### src/rtl/lsu_pkg.sv
// Shared types and helpers for the LSU data-memory bank controller.
package lsu_pkg;
  typedef enum logic [1:0] {SZ_B = 2'd0, SZ_H = 2'd1, SZ_W = 2'd2, SZ_W3 = 2'd3} lsu_size_e;
  typedef enum logic [1:0] {IDLE, ISSUE, WAIT, RESP} lsu_state_e;

  function automatic logic [2:0] size_bytes(lsu_size_e s);
    case (s)
      SZ_B:    return 3'd1;
      SZ_H:    return 3'd2;
      default: return 3'd4;
    endcase
  endfunction

  function automatic logic [31:0] ld_extend(logic [31:0] d, lsu_size_e s, logic uns);
    case (s)
      SZ_B:    return {{24{d[7] & ~uns}}, d[7:0]};
      SZ_H:    return {{16{d[15] & ~uns}}, d[15:0]};
      default: return d;
    endcase
  endfunction
endpackage

### src/rtl/lsu_lane_map.sv
// Maps access byte j of address addr onto its bank index and bank row.
module lsu_lane_map #(
  parameter int NUM_BANKS = 4,
  parameter int BANK_AW   = 13,
  localparam int LB       = $clog2(NUM_BANKS)
) (
  input  logic [LB+BANK_AW-1:0] addr,
  input  logic [3:0]            j,
  output logic [LB-1:0]         bank,
  output logic [BANK_AW-1:0]    row
);
  logic [LB+BANK_AW-1:0] ba;

  // Sum is truncated to the bank address space so the row wraps to 0.
  assign ba   = addr + (LB+BANK_AW)'(j);
  assign bank = ba[LB-1:0];
  assign row  = ba[LB+BANK_AW-1:LB];
endmodule

### src/rtl/lsu_bank_ctrl.sv
// LSU data-memory port: splits loads/stores into byte-lane beats over NUM_BANKS banks.
// Optional LSU_MISALIGN_TRAP_EN: misaligned requests trap instead of executing byte-split.
module lsu_bank_ctrl
  import lsu_pkg::*;
#(
  parameter int NUM_BANKS = 4,
  parameter int BANK_AW   = 13
) (
  input  logic                           i_clk,
  input  logic                           i_reset,
  input  logic                           i_req_valid,
  output logic                           o_req_ready,
  input  logic [31:0]                    i_req_addr,
  input  logic                           i_req_wren,
  input  logic [1:0]                     i_req_size,
  input  logic                           i_req_unsigned,
  input  logic [31:0]                    i_st_data,
  output logic                           o_rsp_valid,
  input  logic                           i_rsp_ready,
  output logic [31:0]                    o_ld_data,
  output logic                           o_misaligned,
  output logic [NUM_BANKS*BANK_AW-1:0]   o_bank_addr,
  output logic [NUM_BANKS*8-1:0]         o_bank_wdata,
  output logic [NUM_BANKS-1:0]           o_bank_we,
  input  logic [NUM_BANKS*8-1:0]         i_bank_rdata
);
  localparam int LB = $clog2(NUM_BANKS);
  localparam int AW = LB + BANK_AW;

  lsu_state_e    state;
  logic [AW-1:0] r_addr;
  lsu_size_e     r_size;
  logic          r_wren, r_uns;
  logic [31:0]   r_wdata, ld_buf, ld_merge, ld_q;
  logic          beat;
  logic [2:0]    bytes;
  logic [4:0]    beat_end;
  logic          last_beat, issue_act;

  logic [NUM_BANKS-1:0][LB-1:0]      l_bank, cap_bank;
  logic [NUM_BANKS-1:0][BANK_AW-1:0] l_row, bank_addr;
  logic [NUM_BANKS-1:0][3:0]         l_j;
  logic [NUM_BANKS-1:0][1:0]         l_byte, cap_byte;
  logic [NUM_BANKS-1:0]              l_drv, cap_vld, bank_we;
  logic [NUM_BANKS-1:0][7:0]         bank_wdata, bank_rdata;
  logic                              unused_addr;

  assign unused_addr = ^i_req_addr[31:AW];
  assign bank_rdata  = i_bank_rdata;
  assign bytes       = size_bytes(r_size);
  assign beat_end    = 5'(beat) * 5'(NUM_BANKS) + 5'(NUM_BANKS);
  assign last_beat   = beat_end >= 5'(bytes);
  assign issue_act   = (state == ISSUE) && !i_reset;

  for (genvar i = 0; i < NUM_BANKS; i++) begin : g_lane
    assign l_j[i]    = 4'(beat) * 4'(NUM_BANKS) + 4'(i);
    assign l_byte[i] = l_j[i][1:0];
    assign l_drv[i]  = issue_act && (l_j[i] < {1'b0, bytes});
    lsu_lane_map #(.NUM_BANKS(NUM_BANKS), .BANK_AW(BANK_AW)) u_map (
      .addr (r_addr),
      .j    (l_j[i]),
      .bank (l_bank[i]),
      .row  (l_row[i])
    );
  end

  // Lanes within a beat always land on distinct banks, so this crossbar never collides.
  always_comb begin
    bank_addr  = '0;
    bank_wdata = '0;
    bank_we    = '0;
    for (int i = 0; i < NUM_BANKS; i++) begin
      if (l_drv[i]) begin
        bank_addr[l_bank[i]] = l_row[i];
        if (r_wren) begin
          bank_we[l_bank[i]]    = 1'b1;
          bank_wdata[l_bank[i]] = r_wdata[{l_byte[i], 3'b000} +: 8];
        end
      end
    end
  end

  always_comb begin
    ld_merge = ld_buf;
    for (int i = 0; i < NUM_BANKS; i++)
      if (cap_vld[i]) ld_merge[{cap_byte[i], 3'b000} +: 8] = bank_rdata[cap_bank[i]];
  end

`ifdef LSU_MISALIGN_TRAP_EN
  logic is_misal, misal_q;
  assign is_misal = (i_req_size == 2'd1) ? i_req_addr[0] :
                    (i_req_size[1] ? |i_req_addr[1:0] : 1'b0);
  assign o_misaligned = misal_q;
`else
  assign o_misaligned = 1'b0;
`endif

  always_ff @(posedge i_clk) begin
    if (i_reset) begin
      state    <= IDLE;
      r_addr   <= '0;
      r_size   <= SZ_B;
      r_wren   <= 1'b0;
      r_uns    <= 1'b0;
      r_wdata  <= '0;
      beat     <= 1'b0;
      cap_vld  <= '0;
      cap_bank <= '0;
      cap_byte <= '0;
      ld_buf   <= '0;
      ld_q     <= '0;
`ifdef LSU_MISALIGN_TRAP_EN
      misal_q  <= 1'b0;
`endif
    end else begin
      ld_buf  <= ld_merge;
      cap_vld <= '0;
      case (state)
        IDLE: if (i_req_valid) begin
          r_addr  <= i_req_addr[AW-1:0];
          r_size  <= lsu_size_e'(i_req_size);
          r_wren  <= i_req_wren;
          r_uns   <= i_req_unsigned;
          r_wdata <= i_st_data;
          beat    <= 1'b0;
          ld_buf  <= '0;
          ld_q    <= '0;
`ifdef LSU_MISALIGN_TRAP_EN
          misal_q <= is_misal;
          state   <= is_misal ? RESP : ISSUE;
`else
          state   <= ISSUE;
`endif
        end
        ISSUE: begin
          // Remember which lanes were read so next cycle's bank data lands in the right bytes.
          cap_vld  <= r_wren ? '0 : l_drv;
          cap_bank <= l_bank;
          cap_byte <= l_byte;
          if (last_beat) state <= r_wren ? RESP : WAIT;
          else           beat  <= beat + 1'b1;
        end
        WAIT: begin
          ld_q  <= ld_extend(ld_merge, r_size, r_uns);
          state <= RESP;
        end
        RESP: if (i_rsp_ready) state <= IDLE;
        default: state <= IDLE;
      endcase
    end
  end

  assign o_req_ready  = (state == IDLE) && !i_reset;
  assign o_rsp_valid  = (state == RESP);
  assign o_ld_data    = ld_q;
  assign o_bank_addr  = bank_addr;
  assign o_bank_wdata = bank_wdata;
  assign o_bank_we    = bank_we;
endmodule

### config.mk
export PLATFORM = sky130hd
export DESIGN_NAME = lsu_bank_ctrl
export DESIGN_NICKNAME = d
export VERILOG_FILES = /design/src/rtl/lsu_pkg.sv /design/src/rtl/lsu_lane_map.sv /design/src/rtl/lsu_bank_ctrl.sv
export SDC_FILE = /design/constraint.sdc
export NUM_CORES = 1
export LEC_CHECK = 0
export ABC_AREA = 1
export CORE_AREA = 3 3 142 144
export DETAILED_ROUTE_END_ITERATION = 12
export DIE_AREA = 0 0 145 147
export PLACE_DENSITY = 0.8
export SETUP_SLACK_MARGIN = 0.5
export SLEW_MARGIN = 20
export SYNTH_ARGS = -nofsm -noshare
export SYNTH_HDL_FRONTEND = slang
export SYNTH_SLANG_ARGS = --single-unit
### constraint.sdc
create_clock -name i_clk -period 2.4 [get_ports i_clk]
set_input_delay 0.36 -clock i_clk [delete_from_list [all_inputs] [get_ports i_clk]]
set_output_delay 0.36 -clock i_clk [all_outputs]
set_load 0.01 [all_outputs]
==> results by group, run 1 <==
Outcome
  – Status: aborted with a tool error
  – Last stage: 5_1_grt
  – Run Error: [ERROR GRT-0232] Routing congestion too high. Check the congestion heatmap in the GUI.

GRT
  – Total GRT Usage: 83.6%
  – Remaining global-route overflow: 317
  – Largest net degree at the start of global routing: 45

Logic synthesis
  – Area leader, netlist: dfxtp_1
  – Synth Register Bits: 129
  – Ys async rst share: 0%
  – Post-synth EDFFs: 0
  – Syn Inst Count: 1596
  – Post-Syn Area per Cell: 6.02 um2
  – Yosys cell types: 39
  – Top cell type's share of synthesized area: 26.9%
  – Main synth FF type: dfxtp_1
  – Sequential-to-total area share from yosys stat: 26.9%
  – Top post-synthesis cells by area: dfxtp_1, nand2_1, o21ai_0
  – Ys Warns: 0
  – Post-Syn Area: 9610 um2
  – Syn_nets: 1721

Die
  – Die height: 147 um
  – Initial Util: 51.0%
  – IO Pins: 227
  – Row count: 50
  – Die Wd: 145 um

Clocking
  – Root buffer cell: clkbuf_16
  – Clock sinks: 129
  – Num CTS Buffers: 17
  – Hold-fix buffers, CTS: 0
  – Max H-tree Level: 4
  – Clock Path Buffers: 2

Placed design
  – Place WS: -0.701 ns
  – PortBufs: 208
  – Placer Congestion: 0.997
  – Dpl hpwl: 30100 um

STA
  – WEP type: top-level output
  – Grt repair worst endpoint: o_bank_addr[42]
per-layer routing:
metal,overflow,track usage (%)
met3,14,70.2
met1,8,81.3
met2,174,98.9
met5,2,25.7
met4,119,90.7
metrics by stage:
stage | hold WS, ns | std cells | area [um2] | TNS [ns]
CTS | 0.462 | 2289 | 16200 | -31.35
floorplan | 0.444 | 1596 | 10300 | 0
global placement | 0.451 | 2169 | 13800 | -46.53
detailed placement | 0.454 | 2169 | 13800 | -50.14
cells by family after synthesis:
logic type | after synthesis | share of synthesized area (%)
other cells | 1 | 0.0390
xor+xnor | 43 | 3.92
buf+inv | 244 | 9.86
mux | 1 | 0.104
compound gates | 484 | 28.3
flops | 129 | 26.9
fa+ha+maj | 21 | 2.81
simple gates | 673 | 28.0
repair_timing:
action | in CTS
resized for setup | 697
gates cloned | 10
buffers inserted | 78
pin swaps | 118
setup endpoints to repair | 122
cells in the mapped netlist (all sizes together) (2+ instances only):
cell and instances:
buf 23, a21oi 138, o22ai 19, o221ai 18, o2111ai 3, nand4 2, o21ai 231, o211ai 19
nor2 174, or2 15, dfxtp 129, xor2 43, nand2 427, ha 20, o21a 18, nand3 51
clkbuf 64, a22oi 23, a211oi 10, a31oi 2, nor3 4, inv 156
==> inputs of run 2 (changes only) <==
--- a/config.mk
+++ b/config.mk
@@ -6,11 +6,10 @@
 export NUM_CORES = 1
 export LEC_CHECK = 0
 export ABC_AREA = 1
-export CORE_AREA = 3 3 142 144
+export CORE_AREA = 3 3 159 161
 export DETAILED_ROUTE_END_ITERATION = 12
-export DIE_AREA = 0 0 145 147
-export PLACE_DENSITY = 0.8
-export SETUP_SLACK_MARGIN = 0.5
+export DIE_AREA = 0 0 162 164
+export PLACE_DENSITY_LB_ADDON = 0.15
 export SLEW_MARGIN = 20
 export SYNTH_ARGS = -nofsm -noshare
 export SYNTH_HDL_FRONTEND = slang
==> run 2 against run 1 <==
The flow now finishes, with violations (negative setup slack); synthesized cell count did not move; synthesized area unchanged.
==> results by group, run 2 <==
Setup path
  – WS Path Type: reg -> out
  – Critical Path AT: 2.62 ns
  – Reg-to-Reg Start: state[0]$_SDFFE_PP0P_
  – Crit Path Max Fanout: 10
  – Worst R2R End: o_ld_data[4]$_SDFFE_PP0P_
  – Setup crit end: o_bank_wdata[24]
  – CP Capture Type: output port
  – Startpoint types: flop
  – R2R setup slack: 0.33 ns
  – R2r worst-path depth: 9
  – Crit path launch: state[1]$_SDFFE_PP0P_
  – CP Data Required Time: 2.04 ns

STA
  – Setup-failing EPs final: 88
  – Fin. max-slew vios: 0
  – Slew Limit Headroom: 63.0%
  – Endpoints failing hold: 0
  – Worst setup margin: -0.581 ns
  – Final Skew: 0.0178 ns
  – Fmax: 335 MHz
  – Worst slew pin tran: 0.550 ns
  – Period utilization: 124%
  – RSZ-0062 raised after global routing: true
  – Min Clock Period, post-route: 2.98 ns

Outcome
  – Violated checks: negative setup slack
  – Status: finished, violations left

GRT
  – Antenna violations before repair: 0
  – Total GRT Usage: 30.0%
  – Global-route wire length before repair: 62800 um
  – Remaining global-route overflow: 0
  – Largest net degree at the start of global routing: 41
  – Vias in the first global route: 11800

Layout
  – Most common cell after layout, fill and taps aside: nand2_1
  – Fin area: 16400 um2
  – Fillers: 2059
  – Commonest non-fill, non-tap cells in the layout: nand2_1, buf_4, o21ai_0
  – Nets@finish: 2156
  – Layout area overhead: 71.2%
  – Layout cells sized above 1: 36.3%
  – # diodes: 0

Logic synthesis
  – Top cell type's share of synthesized area: 26.9%
  – Sequential-to-total area share from yosys stat: 26.9%
  – Main synth FF type: dfxtp_1
  – Syn_nets: 1721
  – Post-synth EDFFs: 0
  – Post-Syn Area: 9610 um2
  – Count leader, synth: nand2_1
  – Most frequent cells after synthesis: nand2_1, o21ai_0, nor2_1, inv_1, a21oi_1
  – Top post-synthesis cells by area: dfxtp_1, nand2_1, o21ai_0
  – Ys async rst share: 0%
  – Ys Warns: 0
  – Post-Syn Area per Cell: 6.02 um2
  – Area leader, netlist: dfxtp_1
  – Syn Inst Count: 1596
  – Yosys cell types: 39
  – Synth Register Bits: 129

Placed design
  – Placer Congestion: 0.938
  – Place WS: -0.752 ns
  – Dpl hpwl: 30400 um
  – Post-DP Area: 13600 um2
  – PortBufs: 208

Die
  – Die ar.: 26600 um2
  – Core ar.: 24100 um2
  – Initial Util: 39.9%
  – Row count: 57
  – Die height: 164 um
  – IO Pins: 227
  – Die Wd: 162 um

Clocking
  – TritonCTS clock tree: done
  – Num CTS Buffers: 17
  – Max H-tree Level: 4
  – Clk_lat worst skew: 0.44 ns
  – Clock Path Buffers: 2
  – Clock sinks: 129
  – Clock transition at path regs: 0.07 ns
  – Root buffer cell: clkbuf_16
  – Hold-fix buffers, CTS: 0

Route
  – Via count: 12900
  – Vias per cell: 5.46
  – Initial detailed-routing violation count: 1137
  – Routed wire length: 44200 um
  – Post-DRT Antenna Nets: 0
  – WL/cell: 18.6 um
  – TritonRoute pass-1 iters: 7
  – DRC: 0

Job
  – # Max-Cap Violations: 0

Pwr
  – Pwr dens: 726 nW/um2
  – Peak VDD IR: 0.553 mV
  – P_leak: 0.00735 uW

Worst hold path
  – Hold Crit Class: reg -> reg
[run 2: cell counts after synthesis]
Identical to the previous run, type by type.
[run 2: worst max-delay path: stages, from the launching register on]
cell,delay [ns]
dfxtp_2,0.33
inv_2,0.07
ha_4,0.14
inv_4,0.04
nor2_4,0.12
nand2_4,0.09
nor2_4,0.25
inv_2,0.09
nor2_4,0.16
nand2_1,0.12
buf_4,0.20
o21ai_0,0.25
o22ai_2,0.15
buf_2,0.16
[run 2: kinds of logic after synthesis]
| kind of cell | synth area share (%) |
|---|---|
| compound gates | 28.3 |
| xor+xnor | 3.92 |
| fa+ha+maj | 2.81 |
| buf+inv | 9.86 |
| flops | 26.9 |
| mux | 0.104 |
| other cells | 0.0390 |
| simple gates | 28.0 |
[run 2: area by class of cell]
class / count / area, um2 / area share (%)
multi-input cells: 1223 / 7800 / 47.4
repair buffers: 503 / 4450 / 27.1
flip-flops and latches: 129 / 2600 / 15.8
inverters: 157 / 621 / 3.77
clock buffers: 17 / 425 / 2.59
well taps: 324 / 405 / 2.46
clock inverters: 15 / 143 / 0.867
[run 2: layer usage]
layer  GRT usage, %  wire length [um]  up-vias  part of all wire (%)
met5              0                 0        -                     0
met4           11.7              1990        0                   4.5
met3           4.11              2900      150                   6.6
met2           51.2             21300      601                    48
met1           38.4             18000     6055                    41
li1               -                 -     6125                     -
[run 2: worst min-delay path by stage]
stage | from | slack (ns) | endpoint | cells after the start
after floorplan | r_size[0]$_SDFFE_PP0P_ | 0.44 | r_size[0]$_SDFFE_PP0P_ | 2
after global placement | o_ld_data[2]$_SDFFE_PP0P_ | 0.45 | o_ld_data[2]$_SDFFE_PP0P_ | 2
after detailed placement | o_ld_data[5]$_SDFFE_PP0P_ | 0.46 | o_ld_data[5]$_SDFFE_PP0P_ | 2
after CTS | o_ld_data[2]$_SDFFE_PP0P_ | 0.47 | o_ld_data[2]$_SDFFE_PP0P_ | 2
after global routing | ld_buf[19]$_SDFF_PP0_ | 0.48 | ld_buf[19]$_SDFF_PP0_ | 2
final | o_ld_data[5]$_SDFFE_PP0P_ | 0.47 | o_ld_data[5]$_SDFFE_PP0P_ | 2
[run 2: through the flow]
| step | util, % | instances | TNS [ns] | total power [uW] | hold slack, ns |
|---|---|---|---|---|---|
| finish | 68.2 | 2368 | -39.60 | 11900 | 0.466 |
| global route | 68.2 | 2368 | -47.09 | 12600 | 0.484 |
| CTS | 62.4 | 2323 | -32.17 | 11100 | 0.466 |
| detailed placement | 56.2 | 2267 | -55.19 | 7980 | 0.456 |
| global placement | 56.2 | 2267 | -52.76 | 7960 | 0.454 |
| floorplan | - | 1596 | 0 | 5540 | 0.444 |
[run 2: where the power goes]
part           internal (uW)  total [uW]  switching, uW
registers               2530        2960            428
logic                   2540        6420           3880
clock network           1370        2550           1180
total                   6440       11900           5500
[run 2: what timing repair did]
item                                    in CTS  in global routing
pin swaps                                   70                130
cloned                                       3                  2
endpoints found under the setup margin      89                 88
buffers inserted                            24                 51
gates resized for setup                    664                289
hold endpoints to repair                     0                  0
(Power assumes the default switching activity.)
==> inputs of run 3 (changes only) <==
--- a/config.mk
+++ b/config.mk
@@ -6,9 +6,9 @@
 export NUM_CORES = 1
 export LEC_CHECK = 0
 export ABC_AREA = 1
-export CORE_AREA = 3 3 159 161
+export CORE_AREA = 2 2 113 225
 export DETAILED_ROUTE_END_ITERATION = 12
-export DIE_AREA = 0 0 162 164
+export DIE_AREA = 0 0 115 227
 export PLACE_DENSITY_LB_ADDON = 0.15
 export SLEW_MARGIN = 20
 export SYNTH_ARGS = -nofsm -noshare
==> constraint.sdc (replaced) <==
create_clock -name i_clk -period 2.4 [get_ports i_clk]
set_input_delay 0.36 -clock i_clk [delete_from_list [all_inputs] [get_ports i_clk]]
set_output_delay 0.36 -clock i_clk [all_outputs]
set_load 0.005 [all_outputs]
==> run 3 against run 2 <==
The flow still finishes with violations (negative setup slack); die area fell by 1.7%; register-to-register slack barely moved; sequential power barely moved; first-iteration DRC count fell by 4.9%; sequential share of layout area fell by 0.22 points; global-route usage rose by 5.4 points; largest cell class unchanged; largest power group unchanged; highest routed layer unchanged.
==> results by group, run 3 (synthesis results as in run 2) <==
Route
  – Post-DRT Antenna Nets: 0
  – Vias per cell: 5.68
  – DRC: 0
  – WL/cell: 20.9 um
  – TritonRoute pass-1 iters: 7
  – Via count: 13400
  – Initial detailed-routing violation count: 1081
  – Routed wire length: 49500 um

Layout
  – # diodes: 0
  – Commonest non-fill, non-tap cells in the layout: nand2_1, buf_4, nor2_1, o21ai_0, inv_1
  – Fin area: 16700 um2
  – Most common cell after layout, fill and taps aside: nand2_1
  – Layout cells sized above 1: 37.4%
  – Fillers: 2006
  – Layout area overhead: 73.5%
  – Nets@finish: 2187

Setup path
  – CP max stage delay: 0.32 ns
  – WS Path Type: reg -> out
  – Crit path cell chain: inv_2 > ha_4 > inv_4 > nor2_4 > buf_6 > nand2_8 > buf_4 > nor2_2 > nand2_8 > buf_8 > buf_6 > o221ai_2 > nand3_1 > nand2_1 > buf_2
  – CP Capture Type: output port
  – Crit Path Max Fanout: 5
  – CP Data Required Time: 2.04 ns
  – Startpoint types: flop
  – Critical Path AT: 2.72 ns
  – Critical path's slowest cell: dfxtp_2

STA
  – Min Clock Period, post-route: 3.08 ns
  – Final Skew: 0.0128 ns
  – Worst slew pin tran: 0.632 ns
  – Worst setup margin: -0.684 ns
  – Setup-failing EPs final: 88
  – Slew Limit Headroom: 57.4%
  – Fin. max-slew vios: 0
  – Fmax: 324 MHz
  – Period utilization: 128%
  – Endpoints failing hold: 0
  – RSZ-0062 raised after global routing: true

Clocking
  – Clk_lat worst skew: 0.44 ns
  – Clock transition at path regs: 0.06 ns
  – TritonCTS clock tree: done
  – Clock Path Buffers: 2
  – Clock sinks: 129
  – Max H-tree Level: 4
  – Num CTS Buffers: 17
  – Root buffer cell: clkbuf_16

GRT
  – Vias in the first global route: 13100
  – Global-route wire length before repair: 70300 um
  – Total GRT Usage: 35.4%
  – Remaining global-route overflow: 0
  – Antenna violations before repair: 0
  – Largest net degree at the start of global routing: 41

Worst hold path
  – Hold Crit Class: reg -> reg

Job
  – # Max-Cap Violations: 0

Pwr
  – P_leak: 0.00752 uW
  – Peak VDD IR: 0.457 mV
  – Pwr dens: 734 nW/um2

Placed design
  – Dpl hpwl: 33900 um
  – Placer Congestion: 0.996
  – Place WS: -0.850 ns
  – Post-DP Area: 13500 um2
  – PortBufs: 208

Die
  – Die ar.: 26100 um2
  – IO Pins: 227
  – Die height: 227 um
  – Initial Util: 39.5%
  – Core ar.: 24300 um2
  – Row count: 81
  – Die Wd: 115 um

Outcome
  – Status: finished, violations left
  – Violated checks: negative setup slack
run 3: cell type report:
cell class,count,area [um2],area share (%)
timing repair buffer,534,4810,28.8
sequential,129,2600,15.6
clock buffer,20,457,2.74
tap,290,363,2.18
inverter,157,642,3.85
multi-input combinational,1223,7670,46.0
clock inverter,11,131,0.788
run 3: path summary, 6_finish.rpt:
kind / cells past startpoint / to / startpoint / slack, ns
max: 15 / o_bank_addr[47] / state[1]$_SDFFE_PP0P_ / -0.68
min: 2 / o_ld_data[16]$_SDFFE_PP0P_ / o_ld_data[16]$_SDFFE_PP0P_ / 0.46
max reg2reg: 13 / o_ld_data[23]$_SDFFE_PP0P_ / state[1]$_SDFFE_PP0P_ / 0.32
min reg2reg: 2 / o_ld_data[16]$_SDFFE_PP0P_ / o_ld_data[16]$_SDFFE_PP0P_ / 0.46
run 3: per-stage QoR:
| stage | setup TNS (ns) | cells | util [%] | hold slack (ns) | power [uW] |
|---|---|---|---|---|---|
| after floorplan | 0 | 1596 | - | 0.444 | 5480 |
| after global routing | -53.06 | 2364 | 68.5 | 0.475 | 12800 |
| final | -45.29 | 2364 | 68.5 | 0.461 | 12200 |
| after detailed placement | -58.24 | 2236 | 55.6 | 0.455 | 8190 |
| after global placement | -56.85 | 2236 | 55.6 | 0.452 | 8160 |
| after CTS | -38.75 | 2328 | 64.7 | 0.464 | 11600 |
run 3: power breakdown:
group	switching (uW)	internal [uW]	leakage (uW)	total [uW]
Sequential	455	2530	0.00106	2990
Combinational	3960	2630	0.00617	6590
Clock	1060	1590	0.000291	2650
Total	5480	6750	0.00752	12200
run 3: critical path: cells and delay by family, from the launching register on:
family,cells,cell delay (ns)
compound gates,1,0.14
flops,1,0.32
buf+inv,7,0.80
fa+ha+maj,1,0.16
simple gates,6,0.85
run 3: metal layers:
metal / global-route usage, % / share of wire (%) / up-vias
met2: 64.5 / 51 / 694
met4: 30.6 / 11 / 0
li1: - / - / 6192
met1: 34.3 / 32 / 6236
met5: 0 / 0 / -
met3: 4.53 / 5.7 / 300
run 3: repair_timing:
action,4_1_cts,5_1_grt
setup endpoints to repair,89,95
hold buffers,0,0
gates resized for setup,742,209
buffers inserted,61,41
gates cloned,6,2
pin swaps,128,109
